### src/rtl/acc_pkg.sv
// Shared accelerator request/response payload types.
package acc_pkg;

    typedef struct packed {
        logic [31:0] insn;
        logic [31:0] rs1;
    } accelerator_req_t;

    typedef struct packed {
        logic [31:0] data;
        logic        error;
    } accelerator_resp_t;

endpackage

### src/rtl/acc_req_arbiter_pkg.sv
// Parameter limits, arbiter state encoding and index-width helper for acc_req_arbiter.
package acc_req_arbiter_pkg;

    localparam int unsigned MinNrReq         = 2;
    localparam int unsigned MaxNrReq         = 8;
    localparam int unsigned MinOutstanding   = 1;
    localparam int unsigned OutstandingLimit = 16;

    typedef enum logic {
        ArbIdle,
        ArbLocked
    } arb_state_e;

    function automatic int unsigned idx_width(input int unsigned num_idx);
        return (num_idx > 32'd1) ? unsigned'($clog2(num_idx)) : 32'd1;
    endfunction

endpackage

### src/rtl/fifo_v3.sv
// Synchronous FIFO with optional fall-through; usage_o wraps to 0 when a power-of-two FIFO is full.
module fifo_v3 #(
    parameter bit          FALL_THROUGH = 1'b0,
    parameter int unsigned DEPTH        = 8,
    parameter type         dtype        = logic [31:0],
    parameter int unsigned ADDR_DEPTH   = (DEPTH > 1) ? $clog2(DEPTH) : 1
) (
    input  logic                  clk_i,
    input  logic                  rst_ni,
    input  logic                  flush_i,
    output logic                  full_o,
    output logic                  empty_o,
    output logic [ADDR_DEPTH-1:0] usage_o,
    input  dtype                  data_i,
    input  logic                  push_i,
    output dtype                  data_o,
    input  logic                  pop_i
);

    localparam int unsigned FifoDepth = (DEPTH > 0) ? DEPTH : 1;

    logic [ADDR_DEPTH-1:0] rd_ptr_q, wr_ptr_q;
    logic [ADDR_DEPTH:0]   cnt_q;
    dtype                  mem_q [FifoDepth];
    logic                  cnt_zero, bypass, do_push, do_pop;

    function automatic logic [ADDR_DEPTH-1:0] next_ptr(input logic [ADDR_DEPTH-1:0] ptr);
        return (ptr == ADDR_DEPTH'(FifoDepth - 1)) ? '0 : ptr + 1'b1;
    endfunction

    assign cnt_zero = (cnt_q == '0);
    assign full_o   = (cnt_q == (ADDR_DEPTH + 1)'(FifoDepth));
    assign empty_o  = cnt_zero && !(FALL_THROUGH && push_i);
    assign usage_o  = cnt_q[ADDR_DEPTH-1:0];
    assign data_o   = (FALL_THROUGH && cnt_zero) ? data_i : mem_q[rd_ptr_q];

    // In fall-through mode a push and pop on an empty FIFO pass straight through.
    assign bypass  = FALL_THROUGH && cnt_zero && push_i && pop_i;
    assign do_push = push_i && !full_o && !bypass;
    assign do_pop  = pop_i && !cnt_zero;

    always_ff @(posedge clk_i or negedge rst_ni) begin
        if (!rst_ni) begin
            rd_ptr_q <= '0;
            wr_ptr_q <= '0;
            cnt_q    <= '0;
        end else if (flush_i) begin
            rd_ptr_q <= '0;
            wr_ptr_q <= '0;
            cnt_q    <= '0;
        end else begin
            if (do_push) wr_ptr_q <= next_ptr(wr_ptr_q);
            if (do_pop)  rd_ptr_q <= next_ptr(rd_ptr_q);
            if (do_push && !do_pop)      cnt_q <= cnt_q + 1'b1;
            else if (do_pop && !do_push) cnt_q <= cnt_q - 1'b1;
        end
    end

    always_ff @(posedge clk_i) begin
        if (do_push) mem_q[wr_ptr_q] <= data_i;
    end

endmodule

### src/rtl/acc_req_arbiter.sv
// Round-robin arbiter sharing one accelerator port among NrReq requesters,
// routing in-order responses back to the issuing requester via an ID queue.
module acc_req_arbiter
    import acc_req_arbiter_pkg::*;
#(
    parameter int unsigned NrReq          = 2,
    parameter int unsigned MaxOutstanding = 4,
    parameter type         acc_req_t      = acc_pkg::accelerator_req_t,
    parameter type         acc_resp_t     = acc_pkg::accelerator_resp_t
) (
    input  logic                  clk_i,
    input  logic                  rst_ni,
    input  logic      [NrReq-1:0] req_valid_i,
    output logic      [NrReq-1:0] req_ready_o,
    input  acc_req_t  [NrReq-1:0] req_i,
    output logic                  acc_req_valid_o,
    input  logic                  acc_req_ready_i,
    output acc_req_t              acc_req_o,
    input  logic                  acc_resp_valid_i,
    output logic                  acc_resp_ready_o,
    input  acc_resp_t             acc_resp_i,
    output logic      [NrReq-1:0] resp_valid_o,
    input  logic      [NrReq-1:0] resp_ready_i,
    output acc_resp_t [NrReq-1:0] resp_o
);

    localparam int unsigned IdxW   = idx_width(NrReq);
    localparam int unsigned CntW   = idx_width(MaxOutstanding + 1);
    localparam int unsigned QAddrW = (MaxOutstanding > 1) ? $clog2(MaxOutstanding) : 1;

    if (NrReq < MinNrReq || NrReq > MaxNrReq) begin : gen_bad_nr_req
        $fatal(1, "acc_req_arbiter: NrReq must be in 2..8");
    end
    if (MaxOutstanding < MinOutstanding || MaxOutstanding > OutstandingLimit) begin : gen_bad_outstanding
        $fatal(1, "acc_req_arbiter: MaxOutstanding must be in 1..16");
    end

    arb_state_e        state_q;
    logic [IdxW-1:0]   lock_idx_q, last_grant_q;
    logic [IdxW-1:0]   arb_idx, rr_cand, gnt_idx, head_idx;
    logic              arb_found, gnt_req;
    logic              q_full, q_empty, push, pop, resp_drop;
    logic [QAddrW-1:0] q_usage;
    logic [CntW-1:0]   occupancy;

    always_comb begin
        arb_idx   = '0;
        arb_found = 1'b0;
        rr_cand   = '0;
        for (int unsigned i = 0; i < NrReq; i++) begin
            rr_cand = IdxW'((32'(last_grant_q) + 32'd1 + i) % NrReq);
            if (!arb_found && req_valid_i[rr_cand]) begin
                arb_found = 1'b1;
                arb_idx   = rr_cand;
            end
        end
    end

    assign gnt_idx         = (state_q == ArbLocked) ? lock_idx_q : arb_idx;
    assign gnt_req         = (state_q == ArbLocked) ? req_valid_i[lock_idx_q] : arb_found;
    assign acc_req_valid_o = gnt_req && !q_full;
    assign acc_req_o       = acc_req_valid_o ? req_i[gnt_idx] : '0;
    assign push            = acc_req_valid_o && acc_req_ready_i;

    always_comb begin
        req_ready_o = '0;
        if (acc_req_valid_o) req_ready_o[gnt_idx] = acc_req_ready_i;
    end

    // An offered-but-stalled grant is pinned until the accelerator accepts it.
    always_ff @(posedge clk_i or negedge rst_ni) begin
        if (!rst_ni) begin
            state_q      <= ArbIdle;
            lock_idx_q   <= '0;
            last_grant_q <= IdxW'(NrReq - 1);
        end else begin
            case (state_q)
                ArbIdle: begin
                    if (acc_req_valid_o) begin
                        if (acc_req_ready_i) begin
                            last_grant_q <= gnt_idx;
                        end else begin
                            state_q    <= ArbLocked;
                            lock_idx_q <= gnt_idx;
                        end
                    end
                end
                ArbLocked: begin
                    if (push) begin
                        state_q      <= ArbIdle;
                        last_grant_q <= gnt_idx;
                    end
                end
                default: state_q <= ArbIdle;
            endcase
        end
    end

    fifo_v3 #(
        .FALL_THROUGH (1'b0),
        .DEPTH        (MaxOutstanding),
        .dtype        (logic [IdxW-1:0])
    ) i_id_queue (
        .clk_i   (clk_i),
        .rst_ni  (rst_ni),
        .flush_i (1'b0),
        .full_o  (q_full),
        .empty_o (q_empty),
        .usage_o (q_usage),
        .data_i  (gnt_idx),
        .push_i  (push),
        .data_o  (head_idx),
        .pop_i   (pop)
    );

    assign occupancy        = q_full ? CntW'(MaxOutstanding) : CntW'(q_usage);
    assign resp_drop        = acc_resp_valid_i && q_empty;
    assign acc_resp_ready_o = q_empty ? 1'b1 : resp_ready_i[head_idx];
    assign pop              = acc_resp_valid_i && !q_empty && resp_ready_i[head_idx];

    always_comb begin
        resp_valid_o = '0;
        if (!q_empty) resp_valid_o[head_idx] = acc_resp_valid_i;
    end

    always_comb begin
        for (int unsigned i = 0; i < NrReq; i++) resp_o[i] = acc_resp_i;
    end

    assert property (@(posedge clk_i) disable iff (!rst_ni) !resp_drop)
        else $warning("acc_req_arbiter: response with empty ID queue dropped");

    assert property (@(posedge clk_i) disable iff (!rst_ni) occupancy <= CntW'(MaxOutstanding))
        else $error("acc_req_arbiter: occupancy exceeds MaxOutstanding");

endmodule

### config.mk
export PLATFORM = sky130hd
export DESIGN_NAME = acc_req_arbiter
export DESIGN_NICKNAME = d
export VERILOG_FILES = /design/src/rtl/acc_pkg.sv /design/src/rtl/acc_req_arbiter_pkg.sv /design/src/rtl/fifo_v3.sv /design/src/rtl/acc_req_arbiter.sv
export SDC_FILE = /design/constraint.sdc
export NUM_CORES = 1
export LEC_CHECK = 0
export BUFFER_PORTS_ARGS = -buffer_cell sky130_fd_sc_hd__buf_4
export CAP_MARGIN = 10
export CORE_AREA = 2 2 118 120
export DETAILED_ROUTE_END_ITERATION = 8
export DIE_AREA = 0 0 120 122
export REMOVE_ABC_BUFFERS = 1
export SKIP_CTS_REPAIR_TIMING = 1
export SLEW_MARGIN = 10
export SYNTH_ARGS = -nofsm -noshare
export SYNTH_HDL_FRONTEND = slang
export SYNTH_HIERARCHICAL = 1
export SYNTH_SLANG_ARGS = --single-unit
### constraint.sdc
create_clock -name clk_i -period 5 [get_ports clk_i]
set_input_delay 0.5 -clock clk_i [delete_from_list [all_inputs] [get_ports clk_i]]
set_output_delay 0.5 -clock clk_i [all_outputs]
set_load 0.1 [all_outputs]
==> flow_metrics.tcl <==
set metrics [dict create \
    hpwl_mm 8.85 \
    hold_viol 0 \
    syn2layout_area_growth_pct 51.2 \
    startpoint_type "flip-flop" \
    dp.cells 608 \
    grt-ovfl-total 0 \
    antenna_found_initial 0 \
    dr.pass1.iters 4 \
    num_rows 43 \
    fmax_mhz 306 \
    min-delay-path-class "primary input to asynchronous set/reset pin" \
    die_x_um 120 \
    boundaryPins 305 \
    final_util 0.272 \
    skew_ps 3.85 \
    wl_per_cell_um 16.9 \
    clk_pin_slew_ps 50 \
    critPathKind "flip-flop to output port" \
    die_area_um2 14600 \
    core-area_um2 13500 \
    crit_path_cell_trace "or3b_1 > inv_2 > or3_2 > nor2_1 > buf_4" \
    clockRootBuffer "clkbuf_16" \
    reg2regPathDepth 9 \
    gp_congestion 0.781 \
    finalSetupTns_ps 0 \
    drt_iter0_markers 113 \
    reg2reg_slack_ps 1900 \
    crit_arrival_ps 2770 \
    finalSetupViolCount 0 \
    num_antenna_cells 0 \
    crit_path_top_delay_cell "or3_2" \
    drcViolationCount 0 \
    viasPerCell 4.13 \
    syn_area_um2 2430 \
    maxSlewViolCount 0 \
    fill_cells 1434 \
    start_util 0.180 \
    htreeDepth 1 \
    tightest_slew_ps 1150 \
    track_usage 0.129 \
    endpoint_kind "output port" \
    cp_max_fo 66 \
    grt_pass1_wl_mm 14.3 \
    finalNonFillerCells 612 \
    status "finished, final reports clean" \
    ant_nets 0 \
    port_buffers 205 \
    crit_required_ps 4500 \
    drv_cap 0 \
    cts_buffers 3 \
    finalWorstPathRequiredPeriod_ps 3270 \
    grt_max_degree 67 \
    nets 607 \
    yosys_warnings 6 \
    worst_path_largest_cell_delay_ps 940 \
    vias 2525 \
    syn_area_per_cell_um2 7.91 \
    maxSlewHeadroom 0.236 \
    clk_path_buf_depth 2 \
    cts_tree "built" \
    rsz0062_at_grt "false" \
    die_y_um 122 \
    synthCells 307 \
    clk_latency_ps 240 \
    rr_endpoint "i_id_queue/cnt_q[2]$_DFFE_PN0P_" \
    layout-drive-gt1-share 0.507 \
    reg2reg_from "i_id_queue/rd_ptr_q[0]$_DFFE_PN0P_" \
    cts.sinks 14 \
    first_global_vias 2395 \
    drt-total-wl_mm 10.4 \
    fin_crit_sh 0.654 \
]
## sequential cells by signal (all words and copies together), names as in the netlist, named ones only
| name | flops |
|---|---|
| i_id_queue/cnt_q | 3 |
| i_id_queue/mem_q | 4 |
| i_id_queue/rd_ptr_q | 2 |
| i_id_queue/wr_ptr_q | 2 |
| last_grant_q | 1 |
| lock_idx_q | 1 |
## through the flow
step / setup WS [ps] / area [um^2] / hold slack, ps
floorplan: -1570 / 1790 / 204
global placement: 2000 / 3590 / 335
detailed placement: 1900 / 3590 / 336
CTS: 1710 / 3670 / 81.0
global route: 1530 / 3670 / 82.1
finish: 1730 / 3670 / 78.5
## worst max-delay path: cells and delay by family, from the launching register on
family | cells | cell delay [ps]
buffers and inverters | 2 | 420
DFF | 1 | 500
and+or+nand+nor | 3 | 1560
## area by class of cell
| class | count | area [um^2] | share of cell area |
|---|---|---|---|
| multi-input combinational | 195 | 1390 | 0.377 |
| clock buffer | 4 | 78.8 | 0.0215 |
| timing repair buffer | 207 | 1570 | 0.426 |
| sequential | 14 | 372 | 0.101 |
| inverter | 12 | 45.0 | 0.0123 |
| tap | 180 | 225 | 0.0613 |
## layer usage
layer	track usage	routed length (um)	up-vias
met5	0.0903	119	-
met4	0.0103	47	4
met3	0.112	1870	10
met2	0.165	4150	199
met1	0.158	4170	1112
li1	-	-	1200
## cell usage in the layout, fill, tap and decap left out, drive strengths merged
master  instances
buf           207
nor2           77
mux2i          66
inv            12
dfrtp           9
and3            5
a21oi           5
ha              4
edfxtp          4
clkbuf          4
nand2b          3
nor3            3
o21ai           3
and3b           2
or3b            2
o31ai           2
xor2            2
nand3           2
mux2            2
or3             1
nand2           1
and2            1
a31oi           1
nor4            1
mux4            1
conb            1
o211a           1
a211o           1
o211ai          1
o311ai          1
o21a            1
a21o            1
a311oi          1
a31o            1
a211oi          1
fa              1
dfstp           1
## how the worst max path moves through the flow
stage                                       start                               to  slack (ps)
2_1_floorplan            last_grant_q$_DFFE_PN1P_                   req_ready_o[0]       -1570
3_3_place_gp      i_id_queue/cnt_q[1]$_DFFE_PN0P_                     acc_req_o[5]        2000
3_5_place_dp   i_id_queue/rd_ptr_q[0]$_DFFE_PN0P_  i_id_queue/cnt_q[2]$_DFFE_PN0P_        1900
5_1_grt           i_id_queue/cnt_q[1]$_DFFE_PN0P_                     acc_req_o[5]        1530
4_1_cts           i_id_queue/cnt_q[1]$_DFFE_PN0P_                     acc_req_o[5]        1710
6_report          i_id_queue/cnt_q[0]$_DFFE_PN0P_                     acc_req_o[5]        1730
Power is left out: the tool's default activity adds up to more than one toggle a clock period on the data nets, which glitch-free logic cannot reach.
